$ cat config.mk
export PLATFORM = sky130hd
export DESIGN_NAME = rc_pkt_crc
export DESIGN_NICKNAME = d
export VERILOG_FILES = /design/src/rtl/rc_pkt_crc.sv
export SDC_FILE = /design/constraint.sdc
export NUM_CORES = 1
export LEC_CHECK = 0
export CORE_ASPECT_RATIO = 1.1
export CORE_MARGIN = 4
export CORE_UTILIZATION = 49
export CTS_BUF_LIST = sky130_fd_sc_hd__clkbuf_4
export DETAILED_ROUTE_END_ITERATION = 10
export GPL_TIMING_DRIVEN = 1
export HOLD_SLACK_MARGIN = 0.1
export PLACE_DENSITY_LB_ADDON = 0.2
export SYNTH_ARGS = -nofsm -noshare
export SYNTH_HDL_FRONTEND = slang
export SYNTH_SLANG_ARGS = --single-unit
$ cat constraint.sdc
create_clock -name clk -period 3.1 [get_ports clk]
set_clock_uncertainty 0.15 [all_clocks]
set_input_delay 0.93 -clock clk [delete_from_list [all_inputs] [get_ports clk]]
set_output_delay 0.93 -clock clk [all_outputs]
set_load 0.02 [all_outputs]
$ cat src/rtl/rc_pkt_crc.sv
// rc_pkt_crc: receive-side packet checker for the USB receive path.
// Takes the destuffed serial stream (LSB of every field first), captures the
// PID, classifies the packet, checks CRC5/CRC16 and length, and assembles the
// payload. The result is held with pkt_status=1 until pkt_rec.
module rc_pkt_crc #(
    parameter int MAX_BYTES = 8,
    parameter bit CHECK_CRC = 1'b1,
    localparam int LEN_W = $clog2(MAX_BYTES + 1)
) (
    input  logic                   clk,
    input  logic                   rst,
    input  logic                   s_in,
    input  logic                   s_valid,
    input  logic                   start_rc_crc,
    input  logic                   end_rc_crc,
    input  logic                   pkt_rec,
    output logic                   pkt_status,
    output logic [7:0]             rc_pid,
    output logic [1:0]             pkt_type,
    output logic [8*MAX_BYTES-1:0] rc_data,
    output logic [LEN_W-1:0]       rc_len,
    output logic                   crc_error,
    output logic                   pid_error,
    output logic                   len_error,
    output logic                   overrun
);

    localparam int DATA_W   = 8 * MAX_BYTES;
    // Largest legal data body: payload plus the 16-bit CRC field.
    localparam int BODY_MAX = 8 * (MAX_BYTES + 2);
    // Body counter saturates at BODY_MAX+1, which is enough to flag overlength.
    localparam int BC_W     = $clog2(BODY_MAX + 2);
    localparam int IDX_W    = $clog2(DATA_W);
    // Token body (addr/endp + CRC5) copied into the low payload bits.
    localparam int TOK_W    = (DATA_W < 16) ? DATA_W : 16;

    localparam logic [4:0]  CRC5_PRESET  = 5'h1F;
    localparam logic [4:0]  CRC5_GOOD    = 5'b01100;
    localparam logic [15:0] CRC16_PRESET = 16'hFFFF;
    localparam logic [15:0] CRC16_GOOD   = 16'h800D;

    localparam logic [1:0] T_TOKEN = 2'b01;
    localparam logic [1:0] T_HAND  = 2'b10;
    localparam logic [1:0] T_DATA  = 2'b11;

    typedef enum logic [2:0] {
        S_IDLE,
        S_PID,
        S_BODY,
        S_DONE,
        S_HOLD
    } state_t;

    // One serial step of the USB CRC5 (x^5+x^2+1), MSB-feedback form.
    function automatic logic [4:0] crc5_step(input logic [4:0] c, input logic b);
        logic fb;
        fb = c[4] ^ b;
        return {c[3:0], 1'b0} ^ (fb ? 5'b00101 : 5'b00000);
    endfunction

    // One serial step of the USB CRC16 (x^16+x^15+x^2+1), MSB-feedback form.
    function automatic logic [15:0] crc16_step(input logic [15:0] c, input logic b);
        logic fb;
        fb = c[15] ^ b;
        return {c[14:0], 1'b0} ^ (fb ? 16'h8005 : 16'h0000);
    endfunction

    state_t              state_q, state_d;
    logic [7:0]          pid_sh_q, pid_sh_d;
    logic [3:0]          pid_cnt_q, pid_cnt_d;
    logic [BC_W-1:0]     body_cnt_q, body_cnt_d;
    logic [15:0]         dly_q, dly_d;
    logic [4:0]          crc5_q, crc5_d;
    logic [15:0]         crc16_q, crc16_d;
    logic [DATA_W-1:0]   data_q, data_d;
    logic [7:0]          rc_pid_q, rc_pid_d;
    logic [1:0]          pkt_type_q, pkt_type_d;
    logic [LEN_W-1:0]    rc_len_q, rc_len_d;
    logic                crc_err_q, crc_err_d;
    logic                pid_err_q, pid_err_d;
    logic                len_err_q, len_err_d;
    logic                status_q, status_d;
    logic                overrun_q, overrun_d;

    logic [BC_W-1:0]     body_minus;
    logic [IDX_W-1:0]    commit_idx;
    logic                pid_bad;
    logic                len_bad;
    logic                crc_bad;
    logic                data_len_ok;
    logic                start_take;

    // Payload bit index of the oldest bit in the delay line (body bit minus CRC16 depth).
    assign body_minus = body_cnt_q - BC_W'(16);
    assign commit_idx = body_minus[IDX_W-1:0];

    // Packet checks, evaluated from the accumulated state and consumed in DONE.
    always_comb begin
        pid_bad     = (pid_cnt_q != 4'd8)
                   || (pid_sh_q[7:4] != ~pid_sh_q[3:0])
                   || (pid_sh_q[1:0] == 2'b00);
        data_len_ok = (body_cnt_q[2:0] == 3'd0)
                   && (body_cnt_q >= BC_W'(16))
                   && (body_cnt_q <= BC_W'(BODY_MAX));
        len_bad     = 1'b0;
        crc_bad     = 1'b0;
        unique case (pid_sh_q[1:0])
            T_HAND:  len_bad = (body_cnt_q != '0);
            T_TOKEN: begin
                len_bad = (body_cnt_q != BC_W'(16));
                crc_bad = (crc5_q != CRC5_GOOD);
            end
            T_DATA:  begin
                len_bad = !data_len_ok;
                crc_bad = (crc16_q != CRC16_GOOD);
            end
            default: begin
                len_bad = 1'b0;
                crc_bad = 1'b0;
            end
        endcase
    end

    // Next-state logic: FSM, bit capture, LFSRs, payload commit and result registers.
    always_comb begin
        state_d    = state_q;
        pid_sh_d   = pid_sh_q;
        pid_cnt_d  = pid_cnt_q;
        body_cnt_d = body_cnt_q;
        dly_d      = dly_q;
        crc5_d     = crc5_q;
        crc16_d    = crc16_q;
        data_d     = data_q;
        rc_pid_d   = rc_pid_q;
        pkt_type_d = pkt_type_q;
        rc_len_d   = rc_len_q;
        crc_err_d  = crc_err_q;
        pid_err_d  = pid_err_q;
        len_err_d  = len_err_q;
        status_d   = status_q;
        overrun_d  = 1'b0;
        start_take = 1'b0;

        unique case (state_q)
            S_IDLE: begin
                if (s_valid && start_rc_crc) begin
                    start_take = 1'b1;
                end
            end

            S_PID: begin
                if (s_valid) begin
                    pid_sh_d[pid_cnt_q[2:0]] = s_in;
                    pid_cnt_d = pid_cnt_q + 4'd1;
                    if (end_rc_crc) begin
                        state_d = S_DONE;
                    end else if (pid_cnt_q == 4'd7) begin
                        state_d = S_BODY;
                    end
                end
            end

            S_BODY: begin
                if (s_valid) begin
                    if (start_rc_crc) begin
                        // New packet mid-body: drop the current one and resync.
                        start_take = 1'b1;
                    end else begin
                        crc5_d  = crc5_step(crc5_q, s_in);
                        crc16_d = crc16_step(crc16_q, s_in);
                        dly_d   = {s_in, dly_q[15:1]};
                        // The bit leaving the delay line has 16 later bits behind it,
                        // so it cannot be part of the CRC16 field.
                        if (body_cnt_q >= BC_W'(16) && body_cnt_q < BC_W'(BODY_MAX)) begin
                            data_d[commit_idx] = dly_q[0];
                        end
                        if (body_cnt_q <= BC_W'(BODY_MAX)) begin
                            body_cnt_d = body_cnt_q + BC_W'(1);
                        end
                        if (end_rc_crc) begin
                            state_d = S_DONE;
                        end
                    end
                end
            end

            S_DONE: begin
                rc_pid_d   = pid_sh_q;
                pkt_type_d = pid_sh_q[1:0];
                pid_err_d  = pid_bad;
                len_err_d  = !pid_bad && len_bad;
                crc_err_d  = CHECK_CRC && !pid_bad && !len_bad && crc_bad;
                rc_len_d   = '0;
                if (!pid_bad) begin
                    if (pid_sh_q[1:0] == T_TOKEN) begin
                        rc_len_d = LEN_W'(2);
                    end else if (pid_sh_q[1:0] == T_DATA && body_cnt_q >= BC_W'(16)) begin
                        rc_len_d = LEN_W'(body_minus >> 3);
                    end
                end
                // Tokens never reach the commit path; their whole body is still in the delay line.
                if (!pid_bad && pid_sh_q[1:0] == T_TOKEN && body_cnt_q == BC_W'(16)) begin
                    data_d[TOK_W-1:0] = dly_q[TOK_W-1:0];
                end
                state_d = S_HOLD;
            end

            S_HOLD: begin
                // First HOLD cycle raises pkt_status; acknowledge only counts once it is visible.
                if (!status_q) begin
                    status_d = 1'b1;
                end else if (pkt_rec) begin
                    status_d = 1'b0;
                    state_d  = S_IDLE;
                end
                if (s_valid && start_rc_crc) begin
                    overrun_d = 1'b1;
                end
            end

            default: begin
                state_d = S_IDLE;
            end
        endcase

        // Shared packet-start initialisation; the start bit is PID bit 0.
        if (start_take) begin
            pid_sh_d   = {7'd0, s_in};
            pid_cnt_d  = 4'd1;
            body_cnt_d = '0;
            dly_d      = '0;
            crc5_d     = CRC5_PRESET;
            crc16_d    = CRC16_PRESET;
            data_d     = '0;
            crc_err_d  = 1'b0;
            pid_err_d  = 1'b0;
            len_err_d  = 1'b0;
            state_d    = end_rc_crc ? S_DONE : S_PID;
        end
    end

    // State registers with synchronous reset; reset aborts any packet in flight.
    always_ff @(posedge clk) begin
        if (rst) begin
            state_q    <= S_IDLE;
            pid_sh_q   <= '0;
            pid_cnt_q  <= '0;
            body_cnt_q <= '0;
            dly_q      <= '0;
            crc5_q     <= CRC5_PRESET;
            crc16_q    <= CRC16_PRESET;
            data_q     <= '0;
            rc_pid_q   <= '0;
            pkt_type_q <= '0;
            rc_len_q   <= '0;
            crc_err_q  <= 1'b0;
            pid_err_q  <= 1'b0;
            len_err_q  <= 1'b0;
            status_q   <= 1'b0;
            overrun_q  <= 1'b0;
        end else begin
            state_q    <= state_d;
            pid_sh_q   <= pid_sh_d;
            pid_cnt_q  <= pid_cnt_d;
            body_cnt_q <= body_cnt_d;
            dly_q      <= dly_d;
            crc5_q     <= crc5_d;
            crc16_q    <= crc16_d;
            data_q     <= data_d;
            rc_pid_q   <= rc_pid_d;
            pkt_type_q <= pkt_type_d;
            rc_len_q   <= rc_len_d;
            crc_err_q  <= crc_err_d;
            pid_err_q  <= pid_err_d;
            len_err_q  <= len_err_d;
            status_q   <= status_d;
            overrun_q  <= overrun_d;
        end
    end

    assign pkt_status = status_q;
    assign rc_pid     = rc_pid_q;
    assign pkt_type   = pkt_type_q;
    assign rc_data    = data_q;
    assign rc_len     = rc_len_q;
    assign crc_error  = crc_err_q;
    assign pid_error  = pid_err_q;
    assign len_error  = len_err_q;
    assign overrun    = overrun_q;

endmodule

==> results of run 1 <==
==> stage by stage <==
stage / total power [W] / std cells / instance area, um2 / util, %
after floorplan: 0.00193 / 841 / 6650 / -
after global placement: 0.00197 / 1053 / 7590 / 57.2
after detailed placement: 0.00197 / 1053 / 7590 / 57.2
after CTS: 0.00325 / 1085 / 7900 / 59.5
after global routing: 0.00334 / 1085 / 7900 / 59.5
final: 0.00322 / 1085 / 7900 / 59.5
==> path summary, 6_finish.rpt <==
path / to / slack (ns) / cells after the start
max: rc_data[29] / 0.19 / 7
min: dly_q[0] / 0.31 / 2
max reg2reg: rc_data[29] / 0.19 / 7
min reg2reg: dly_q[0] / 0.31 / 2
==> placed cells by master (no fill, tap or decap), types with 4 or more instances in the layout <==
master and instances:
nand2_1 165, xnor2_1 10, mux2i_1 25, ha_1 10, nor3_1 9, nand3_1 68
and2_1 4, nor2_1 33, a22o_1 15, clkdlybuf4s50_1 89, and3_1 9, nand4_1 44
clkinv_1 4, inv_1 13, o21ai_0 53, a21oi_1 81, nor3b_1 6, nor2b_1 4
buf_4 20, xor2_1 5, bufinv_16 4, o211ai_1 6, dfxtp_1 139, clkbuf_4 18
==> sequential cells by signal (all words and copies together) (netlist names) <==
register / count
body_cnt_q: 7
crc_error: 1
overrun: 1
rc_data: 64
pid_cnt_q: 4
crc5_q: 5
len_error: 1
rc_pid: 8
pid_error: 1
pid_sh_q: 8
rc_len: 4
pkt_status: 1
dly_q: 16
crc16_q: 16
state_q: 3
==> layout make-up <==
type / instances / area (um2)
sequential: 140 / 2800
clock inverter: 14 / 176
fill: 1224 / 5370
clock buffer: 18 / 135
inverter: 13 / 48.8
multi-input combinational: 605 / 3420
tap: 184 / 230
timing repair buffer: 111 / 1080
==> cells in the mapped netlist, types with 3 or more instances <==
library cell / count / area, um2
o21ai_0: 53 / 265
nor4_1: 4 / 25.0
a22o_1: 15 / 131
nor3b_1: 6 / 45.0
and2_1: 4 / 25.0
buf_1: 6 / 22.5
a31oi_1: 3 / 18.8
inv_1: 13 / 48.8
buf_6: 5 / 56.3
nand2b_1: 3 / 18.8
ha_1: 10 / 125
nor3_1: 9 / 45.0
buf_4: 5 / 37.5
a21o_1: 3 / 22.5
nor2_1: 34 / 128
nand4_1: 44 / 275
a21oi_1: 81 / 405
buf_2: 17 / 85.1
o211ai_1: 6 / 45.0
nand3b_1: 3 / 22.5
and3b_2: 3 / 30.0
and3_1: 9 / 56.3
xnor2_1: 10 / 87.6
xor2_1: 5 / 43.8
dfxtp_1: 140 / 2800
mux2i_1: 25 / 250
nand3_1: 68 / 340
nand2_1: 165 / 619
or4_1: 3 / 22.5
clkbuf_1: 48 / 180
nor2b_1: 4 / 25.0
a2bb2oi_1: 3 / 26.3
==> tightest hold or removal path, cell delays in order, from the launching register on <==
cell and delay, ns:
dfxtp_1 0.34, nand2_1 0.06, a21oi_1 0.05
==> cell families (layout without fill, tap and decap cells) <==
logic type	count (synthesis)	in the layout	share of synthesized area (%)
buffers and inverters	96	156	6.62
AO/OA/AOI/OAI	178	178	15.7
AND/OR/NAND/NOR	377	377	27.9
flip-flops	140	140	42.1
multiplexers	25	25	3.76
adder cells (fa/ha/maj)	10	10	1.88
XOR/XNOR	15	15	1.97
==> routing by layer <==
metal | up-vias | wire length, um
met5 | - | 0
met4 | 0 | 448
met3 | 41 | 1100
met2 | 258 | 8350
met1 | 2896 | 7630
li1 | 3034 | -
==> where the power goes <==
group	internal, W	total [W]	leakage (nW)	switching (W)
clock	0.000635	0.00129	0.158	0.000659
sequential	0.00180	0.00181	1.13	0.0000101
combinational	0.0000406	0.000117	1.57	0.0000761
==> flow_summary_export.csv, run 1 <==
group,metric,value,unit
detailed_routing,first_iter_violations,638,
critical_path,crit_type,"register to register",
layout,area_growth,18.7,%
sta,maxSlewHeadroom,25.4,%
detailed_routing,drtAntennaViolNets,0,
global_route,grtUsageMet3,4.77,%
placement,pre_cts_ws,0.149,ns
global_route,antenna_found_initial,0,
cts,cts_tree,"built",
critical_path,worst_setup_path_start_kind,"register",
cts,root_buffer,"clkbuf_4",
hold_path,hold_path_class,"register to register",
logic_synthesis,ys_warn_count,0,
detailed_routing,wl_per_cell,16.2,um
critical_path,cp.arrival,3.23,ns
critical_path,crit_fanout,17,
sta,maxSlewViolCount,0,
logic_synthesis,ys_types,59,
power_and_ir_drop,p_leak,2.86,nW
global_route,gr-usage-met2,37.6,%
detailed_routing,vias_per_cell,5.74,
logic_synthesis,syn_inst,841,
floorplanning,initial_core_util,50.2,%
detailed_routing,drc_errors,0,
power_and_ir_drop,p_per_area,408,mW/mm2
detailed_routing,wirelength,17500,um
critical_path,critPathRequiredTime,3.41,ns
floorplanning,die_y,130,um
sta,worst_pin_slew,1.11,ns
placement,hpwl,12200,um
logic_synthesis,yosysSeqAreaShare,42.1,%
logic_synthesis,synthFlopType,"dfxtp_1",
logic_synthesis,syn_area,0.00665,mm2
global_route,overflow,0,
cts,cts_max_level,4,
critical_path,worst-path-buf-inv,1,
layout,antennaDiodeCount,0,
cts,cts_buffers,17,
global_route,grt_max_degree,66,
cts,ctsResizeCount,0,
power_and_ir_drop,ir_worst_vdd,0.000263,V
layout,final_nets,905,
logic_synthesis,avgSynthCellArea,7.91,um2
floorplanning,dieArea,0.0155,mm2
sta,setup_viol,0,
sta,period_minus_slack,2.91,ns
sta,finalSetupTns,0,ns
global_route,gr-usage-met1,28.3,%
placement,place.gp.congestion,0.871,
critical_path,critPathLaunch,"body_cnt_q[5]",
critical_path,critPathCaptureType,"register",
sta,rsz0062_at_grt,"false",
layout,drive_gt1_share,7.77,%
logic_synthesis,synth_edf_count,0,
cts,ctsHoldBuffers,0,
cts,post_cts_buffers,0,
logic_synthesis,synth_nets,858,
critical_path,path_delay_family,"simple AND/OR/NAND/NOR gates",
cts,insertion_delay,0.57,ns
global_route,grt_pass1_vias,5805,
sta,timing.final.hold_violations,0,
sta,fin_crit_sh,93.9,%
run,maxCapViolCount,0,
placement,place.port_buffers,89,
critical_path,cp_slowest_cell,"or4b_4",
logic_synthesis,ys_seq_elements,140,
global_route,top_usage_layer,"met2",
sta,fin_ws,0.188,ns
critical_path,cp_slowest_stage_delay,0.55,ns
detailed_routing,vias,6229,
floorplanning,die_w,119,um
critical_path,worstPathCellList,"inv_1, ha_1, or4b_4, o21ai_2, nand3_1, o21ai_0, a21oi_1",
floorplanning,ios,90,
critical_path,r2r_start,"body_cnt_q[5]",
cts,clockBufferDepth,2,
sta,max_freq,343,MHz
run_status,status,"finished, final reports clean",
cts,clock-sinks,140,
global_route,grt_pass1_wl,28400,um
cts,clkSlewWorstSetupHoldPaths,0.13,ns
global_route,grt_usage,22.5,%
sta,whs,0.309,ns
floorplanning,coreArea,0.0133,mm2
floorplanning,row_count,44,
logic_synthesis,async_flop_share,0,%
detailed_routing,first_pass_iters,6,
hold_path,min_from,"dly_q[1]",
(Power assumes the default switching activity.)
==> inputs of run 2 (changes only) <==
--- a/config.mk
+++ b/config.mk
@@ -5,6 +5,7 @@
 export SDC_FILE = /design/constraint.sdc
 export NUM_CORES = 1
 export LEC_CHECK = 0
+export CAP_MARGIN = 10
 export CORE_ASPECT_RATIO = 1.1
 export CORE_MARGIN = 4
 export CORE_UTILIZATION = 49
==> results of run 2 <==
Same layout as run 1: the final DEF is identical, and so are final timing and power.
==> inputs of run 3 (changes only) <==
--- a/config.mk
+++ b/config.mk
@@ -12,7 +12,7 @@
 export CTS_BUF_LIST = sky130_fd_sc_hd__clkbuf_4
 export DETAILED_ROUTE_END_ITERATION = 10
 export GPL_TIMING_DRIVEN = 1
-export HOLD_SLACK_MARGIN = 0.1
+export HOLD_SLACK_MARGIN = 0.12
 export PLACE_DENSITY_LB_ADDON = 0.2
 export SYNTH_ARGS = -nofsm -noshare
 export SYNTH_HDL_FRONTEND = slang
==> results of run 3 <==
Same layout as run 1: the final DEF is identical, and so are final timing and power.
